==> src/rtl/counter_bank.sv <==
// -----------------------------------------------------------------------------
// counter_bank
//   A bank of CHANNELS independent programmable counters, all configured through
//   one simple valid/wstrb/ready slave port. Each channel has its own enable,
//   direction, wrap/saturate mode, prescaler and (optionally) a compare value
//   with a sticky MATCH flag that can raise irq_o.
//
//   Register map (channel = addr_i[7:4], register = addr_i[3:2]):
//     0 CTRL    [0]EN [1]DOWN [2]SAT [3]IRQ_EN [15:8]PRESCALE
//     1 COUNT
//     2 COMPARE
//     3 STATUS  [0]MATCH [1]OVF, sticky, write-1-to-clear
//   Accesses to channels >= CHANNELS read 0, ignore writes, and are still acked.
//
//   Build option: define COUNTER_BANK_CMP_EN to include the COMPARE registers,
//   the MATCH flag and irq_o. Without it COMPARE reads 0, MATCH is 0 and irq_o
//   is tied low.
//
// Ports
//   clk_i     clock
//   rst_ni    synchronous active-low reset
//   valid_i   bus request
//   wstrb_i   byte write strobes, 0 means read
//   addr_i    byte address, only [7:2] decoded
//   wdata_i   write data
//   freeze_i  global hold for all counters (bus access unaffected)
//   ready_o   one-cycle acknowledge
//   rdata_o   read data, valid while ready_o is high
//   count_o   live counts, channel n at [n*WORD_SIZE +: WORD_SIZE]
//   irq_o     registered OR over channels of MATCH & IRQ_EN
// -----------------------------------------------------------------------------
module counter_bank #(
  parameter int WORD_SIZE     = 32,
  parameter int CHANNELS      = 4,
  parameter int PRESCALE_BITS = 8
) (
  input  logic                          clk_i,
  input  logic                          rst_ni,
  input  logic                          valid_i,
  input  logic [3:0]                    wstrb_i,
  input  logic [31:0]                   addr_i,
  input  logic [31:0]                   wdata_i,
  input  logic                          freeze_i,
  output logic                          ready_o,
  output logic [31:0]                   rdata_o,
  output logic [CHANNELS*WORD_SIZE-1:0] count_o,
  output logic                          irq_o
);

  localparam logic [WORD_SIZE-1:0] CNT_MAX = '1;

  typedef struct packed {
    logic [PRESCALE_BITS-1:0] prescale;
    logic                     irq_en;
    logic                     sat;
    logic                     down;
    logic                     en;
  } ctrl_t;

  ctrl_t                     ctrl_q  [CHANNELS];
  ctrl_t                     ctrl_d  [CHANNELS];
  logic [WORD_SIZE-1:0]      count_q [CHANNELS];
  logic [WORD_SIZE-1:0]      count_d [CHANNELS];
  logic [PRESCALE_BITS-1:0]  pre_q   [CHANNELS];
  logic [PRESCALE_BITS-1:0]  pre_d   [CHANNELS];
  logic [CHANNELS-1:0]       ovf_q, ovf_d;
  logic [CHANNELS-1:0]       match_s;
  logic                      ready_q, ready_d;
  logic [31:0]               rdata_q, rdata_d;
  logic [31:0]               rd_val;

  logic [CHANNELS-1:0]       tick_w;
  logic [CHANNELS-1:0]       wrap_w;
  logic [WORD_SIZE-1:0]      step_w  [CHANNELS];

  logic                      acc;
  logic                      wr;
  logic [3:0]                chan;
  logic [1:0]                reg_sel;
  logic                      unused_addr;

`ifdef COUNTER_BANK_CMP_EN
  logic [WORD_SIZE-1:0]      cmp_q   [CHANNELS];
  logic [WORD_SIZE-1:0]      cmp_d   [CHANNELS];
  logic [CHANNELS-1:0]       match_q, match_d;
  logic                      irq_q, irq_d;
`endif

  // A request is served only when no ack is outstanding, so ready_o can never
  // be high two cycles running and a held request is served every other cycle.
  assign acc         = valid_i && !ready_q;
  assign wr          = acc && (wstrb_i != 4'b0000);
  assign chan        = addr_i[7:4];
  assign reg_sel     = addr_i[3:2];
  assign unused_addr = ^{addr_i[31:8], addr_i[1:0]};

  function automatic logic [31:0] merge(input logic [31:0] old_v,
                                        input logic [31:0] new_v,
                                        input logic [3:0]  strb);
    logic [31:0] res;
    for (int b = 0; b < 4; b++) begin
      res[8*b +: 8] = strb[b] ? new_v[8*b +: 8] : old_v[8*b +: 8];
    end
    return res;
  endfunction

  function automatic logic [31:0] ctrl_rd(input ctrl_t c);
    return {16'h0000, 8'(c.prescale), 4'h0, c.irq_en, c.sat, c.down, c.en};
  endfunction

  // Per-channel tick and the value the counter would take on that tick.
  always_comb begin
    for (int n = 0; n < CHANNELS; n++) begin
      tick_w[n] = ctrl_q[n].en && !freeze_i && (pre_q[n] == ctrl_q[n].prescale);
      if (ctrl_q[n].down) begin
        wrap_w[n] = (count_q[n] == '0);
        step_w[n] = wrap_w[n] ? (ctrl_q[n].sat ? '0 : CNT_MAX)
                              : count_q[n] - WORD_SIZE'(1);
      end else begin
        wrap_w[n] = (count_q[n] == CNT_MAX);
        step_w[n] = wrap_w[n] ? (ctrl_q[n].sat ? CNT_MAX : '0)
                              : count_q[n] + WORD_SIZE'(1);
      end
    end
  end

`ifdef COUNTER_BANK_CMP_EN
  assign match_s = match_q;
`else
  assign match_s = '0;
`endif

  always_comb begin
    ready_d = acc;
    rd_val  = '0;
`ifdef COUNTER_BANK_CMP_EN
    irq_d   = 1'b0;
`endif
    for (int n = 0; n < CHANNELS; n++) begin
      ctrl_d[n]  = ctrl_q[n];
      count_d[n] = count_q[n];
      pre_d[n]   = pre_q[n];

      if (ctrl_q[n].en && !freeze_i) begin
        pre_d[n] = tick_w[n] ? '0 : pre_q[n] + PRESCALE_BITS'(1);
      end
      if (tick_w[n]) begin
        count_d[n] = step_w[n];
      end

      // Flag sets are ORed in after the W1C mask so a set wins a same-cycle clear.
      ovf_d[n] = ovf_q[n] & ~(wr && chan == 4'(n) && reg_sel == 2'd3 &&
                              wstrb_i[0] && wdata_i[1]);
      ovf_d[n] = ovf_d[n] | (tick_w[n] & wrap_w[n]);

`ifdef COUNTER_BANK_CMP_EN
      cmp_d[n]   = cmp_q[n];
      match_d[n] = match_q[n] & ~(wr && chan == 4'(n) && reg_sel == 2'd3 &&
                                  wstrb_i[0] && wdata_i[0]);
      match_d[n] = match_d[n] | (tick_w[n] && step_w[n] == cmp_q[n]);
      irq_d      = irq_d | (match_q[n] & ctrl_q[n].irq_en);
`endif

      if (wr && chan == 4'(n)) begin
        case (reg_sel)
          2'd0: begin
            if (wstrb_i[0]) begin
              {ctrl_d[n].irq_en, ctrl_d[n].sat, ctrl_d[n].down, ctrl_d[n].en} = wdata_i[3:0];
            end
            if (wstrb_i[1]) begin
              ctrl_d[n].prescale = wdata_i[8 +: PRESCALE_BITS];
            end
            pre_d[n] = '0;
          end
          2'd1: begin
            // Bus write overrides any tick in the same cycle.
            count_d[n] = WORD_SIZE'(merge(32'(count_q[n]), wdata_i, wstrb_i));
            pre_d[n]   = '0;
          end
`ifdef COUNTER_BANK_CMP_EN
          2'd2: cmp_d[n] = WORD_SIZE'(merge(32'(cmp_q[n]), wdata_i, wstrb_i));
`endif
          default: ;
        endcase
      end

      if (chan == 4'(n)) begin
        case (reg_sel)
          2'd0:    rd_val = ctrl_rd(ctrl_q[n]);
          2'd1:    rd_val = 32'(count_q[n]);
`ifdef COUNTER_BANK_CMP_EN
          2'd2:    rd_val = 32'(cmp_q[n]);
`endif
          2'd3:    rd_val = {30'b0, ovf_q[n], match_s[n]};
          default: rd_val = '0;
        endcase
      end
    end
    rdata_d = acc ? rd_val : rdata_q;
  end

  always_ff @(posedge clk_i) begin
    if (!rst_ni) begin
      ready_q <= 1'b0;
      rdata_q <= '0;
      ovf_q   <= '0;
      for (int n = 0; n < CHANNELS; n++) begin
        ctrl_q[n]  <= '0;
        count_q[n] <= '0;
        pre_q[n]   <= '0;
      end
`ifdef COUNTER_BANK_CMP_EN
      match_q <= '0;
      irq_q   <= 1'b0;
      for (int n = 0; n < CHANNELS; n++) cmp_q[n] <= '0;
`endif
    end else begin
      ready_q <= ready_d;
      rdata_q <= rdata_d;
      ovf_q   <= ovf_d;
      for (int n = 0; n < CHANNELS; n++) begin
        ctrl_q[n]  <= ctrl_d[n];
        count_q[n] <= count_d[n];
        pre_q[n]   <= pre_d[n];
      end
`ifdef COUNTER_BANK_CMP_EN
      match_q <= match_d;
      irq_q   <= irq_d;
      for (int n = 0; n < CHANNELS; n++) cmp_q[n] <= cmp_d[n];
`endif
    end
  end

  always_comb begin
    for (int n = 0; n < CHANNELS; n++) begin
      count_o[n*WORD_SIZE +: WORD_SIZE] = count_q[n];
    end
  end

  assign ready_o = ready_q;
  assign rdata_o = rdata_q;
`ifdef COUNTER_BANK_CMP_EN
  assign irq_o   = irq_q;
`else
  assign irq_o   = 1'b0;
`endif

endmodule

==> config.mk <==
export PLATFORM = sky130hd
export DESIGN_NAME = counter_bank
export DESIGN_NICKNAME = d
export VERILOG_FILES = /design/src/rtl/counter_bank.sv
export SDC_FILE = /design/constraint.sdc
export NUM_CORES = 1
export LEC_CHECK = 0
export CAP_MARGIN = 20
export CORE_MARGIN = 5
export CORE_UTILIZATION = 31
export DETAILED_ROUTE_END_ITERATION = 6
export GPL_TIMING_DRIVEN = 0
export PLACE_DENSITY = 0.6
export SYNTH_ARGS = -nofsm -noshare
export SYNTH_HDL_FRONTEND = slang
export SYNTH_SLANG_ARGS = --single-unit
==> constraint.sdc <==
create_clock -name clk_i -period 3.1 [get_ports clk_i]
set_input_delay 0.465 -clock clk_i [delete_from_list [all_inputs] [get_ports clk_i]]
set_output_delay 0.465 -clock clk_i [all_outputs]
set_load 0.03 [all_outputs]
==> flow_summary.yaml <==
worst_setup_path:
  timing.critical_path.mode_cell: "clkbuf_1"
  crit_arrival_ps: 3590
  critical_path_required_ps: 3540
  crit_fanout: 10
  path_cells: "clkbuf_1, inv_1, clkbuf_1, clkbuf_2, clkbuf_1, nor2_1"
  worst_path_largest_cell_delay_ps: 920
  timing.critical_path.max_delay_family: "buffers and inverters"
  cell_type_of_the_slowest_stage_on_the_worst_timing_path: "clkbuf_1"
  category_of_the_worst_setup_path_launch_point: "input port"
  worst_setup_path_class: "input port to register"
  critical_path.n_buffers_inverters: 5
  critPathCaptureType: "register"
finish:
  syn_to_final_growth_pct: 25.6
  stdcell_count: 3812
  drive_gt1_frac: 0.0993
  final_core_util: 0.395
  finalNetCount: 3036
routing:
  drtPass1Iterations: 6
  route.final.wire_length_um: 114000
  final_antenna_net_count: 0
  drt_iter0_drc: 4152
  vias: 24500
  routedWlPerCell_um: 29.8
  post_drt_via_cell_ratio: 6.42
  route.detailed.drc: 0
sta:
  clock.fmax_ghz: 0.318
  timing.final.hold_violations: 0
  fin_crit_ps: 3150
  worstMarginPinSlew_ps: 1310
  setup_violations: 6
  worst_hold_slack_ps: 480
  max-slew-margin-rel: 0.126
  finalCritPeriodShare: 1.01
  grt_setup_unrepaired: "true"
  fin_ws_ps: -45.5
  finClkSkew_ps: 11.1
  drv_slew: 0
placed_design:
  place_congestion: 1.06
  place.detailed.hpwl_um: 83700
  place_inst: 3747
  place.port_buffers: 194
global_route:
  wire_length_of_the_first_global_routing_pass_um: 159000
  grt_antenna_before_repair: 4
  globalRoute.totalOverflow: 0
  gr-usage-all-layers: 0.315
  maximum_number_of_pins_on_one_net_before_global_route_repair: 15
  first_global_vias: 22200
synth:
  synth_ff_type: "dfxtp_1"
  post_synth_inst_count: 2710
  synth-edff-count: 0
  synth.lib_cells_used.distinct: 87
  syn_nets: 2798
  synth_async_sr_flop_share: 0
  ys_seq_area_frac: 0.252
  synth.ff_latch_count: 245
  avgSynthCellArea_um2: 7.18
  syn_area_mm2: 0.0195
  synth_warn: 0
die:
  core_region_area_mm2: 0.0619
  start_util: 0.314
  die_w_um: 261
  die_area_mm2: 0.0679
  row_count: 91
  height_of_the_die_um: 261
  design.portCount: 234
clock_network:
  cts_tree: "done"
  clk_root_buffer_cell: "clkbuf_16"
  number_of_hold_repair_buffers_added_at_the_cts_stage: 0
  clkSinkCount: 245
  cts_inserted_buffers: 31
  clk_transition_reported_paths_ps: 70
  clock_latency_ps: 610
  clk_path_buf_depth: 3
  cts.htree.levels: 1
pwr:
  p_per_area_mw_per_mm2: 375
  vdd_ir_drop_max_mv: 0.428
  post-layout-total-power_mw: 9.17
  total_leakage_power_nw: 9.00
flow_run:
  maxcap_viol_count: 0
status:
  failed_checks: "negative setup slack"
  outcome: "finished with violations"
worst_hold_path:
  worst_hold_path_type: "register to register"
-- cells in the final DEF (no fill, tap or decap), types with 15 or more instances in the layout --
cell type	n
a221oi_1	34
nor3_1	103
inv_1	46
nand3_1	130
nor4_1	32
clkdlybuf4s50_1	192
a31oi_1	45
mux2i_1	136
ha_1	15
or4_1	19
nor2_1	289
o21ai_0	188
nand2_1	197
buf_4	43
o22ai_1	46
o211ai_1	35
nand4_1	68
clkbuf_1	155
clkbuf_2	37
nor4_2	15
and4_1	26
clkbuf_16	31
xnor2_1	86
o221ai_1	35
dfxtp_1	231
or2_2	18
and3_1	36
xor2_1	68
a21oi_1	181
and2_1	21
or3_1	60
-- layer usage --
layer / track usage / wire, um / vias to the layer above
li1: - / - / 10500
met1: 0.432 / 45200 / 11600
met2: 0.462 / 46700 / 1965
met3: 0.0845 / 15200 / 394
met4: 0.141 / 6570 / 2
met5: 0 / 13 / -
-- sequential cells by signal (all words and copies together) (netlist names) --
| register | count |
|---|---|
| rdata_o | 32 |
| pre_q | 32 |
| count_q | 128 |
| ovf_q | 4 |
| ctrl_q | 48 |
| ready_o | 1 |
-- cell families after synthesis --
group / Yosys count / synth area share
AND/OR/NAND/NOR: 1116 / 0.293
AO/OA/AOI/OAI: 727 / 0.239
buffers and inverters: 310 / 0.0636
flip-flops: 245 / 0.252
XOR/XNOR: 154 / 0.0693
multiplexers: 141 / 0.0728
adder cells (fa/ha/maj): 16 / 0.0103
other: 1 / 0.000193
-- synthesized netlist by cell type (all sizes together) (26+ instances only) --
library cell    n  area share
dfxtp         245        0.25
nand4          70       0.023
nor2          292       0.056
buf            37       0.011
o21ai         194       0.050
nor4           53       0.018
o22ai          46       0.015
a21oi         187       0.048
xor2           68       0.031
mux2i         136       0.070
and3           37       0.012
inv            47      0.0091
nand3         130       0.033
or4            27       0.011
a221oi         34       0.015
o211ai         35       0.013
a31oi          46       0.015
or3            64       0.021
o221ai         35       0.016
and4           26       0.012
nand2         202       0.039
clkbuf        226       0.044
xnor2          86       0.039
nor3          119       0.032
-- final cells by class --
cell class | instances | area, um2
fillers | 6646 | 37500
multi-input cells | 2155 | 13900
diodes | 4 | 10.0
clock buffers | 38 | 862
inverters | 47 | 176
repair buffers | 238 | 2280
flip-flops and latches | 245 | 4930
plain buffers | 230 | 1020
well taps | 837 | 1050
clock inverters | 18 | 284
-- path summary, 6_finish.rpt --
path	from	to	slack, ps	cells past startpoint
worst max-delay path	rst_ni	ready_o	-50	6
worst min register to register	ovf_q[3]	ovf_q[3]	480	2
worst max register to register	count_q[3][15]	count_q[3][17]	-10	9
worst min-delay path	ovf_q[3]	ovf_q[3]	480	2
-- per-stage QoR --
stage               TNS (ps)  area, um2  setup WS (ps)
floorplan                  0      19500           19.4
global placement     -196140      22500          -1620
detailed placement   -170290      22500          -1570
CTS                        0      24100           3.24
global route           -45.8      24400          -45.8
finish                  -155      24500          -45.5
-- power by group --
part           switching, mW  total (mW)  internal, mW  leakage [nW]
logic                   1.18        1.75         0.574          6.45
clock network           1.63        4.17          2.55         0.558
registers             0.0656        3.25          3.18          1.98
total                   2.87        9.17          6.30          9.00
-- tightest hold or removal path, stage by stage (launching register included) --
cell and delay (ps):
dfxtp_1 310, o21ai_0 70, a21oi_1 60
-- repair_timing --
item,4_1_cts,5_1_grt
endpoints found under the hold margin,0,0
pin swaps,8,15
gates resized for setup,90,104
buffers inserted,16,18
setup endpoints to repair,134,121
gates cloned,0,1
Power figures use the tool's default switching activity.
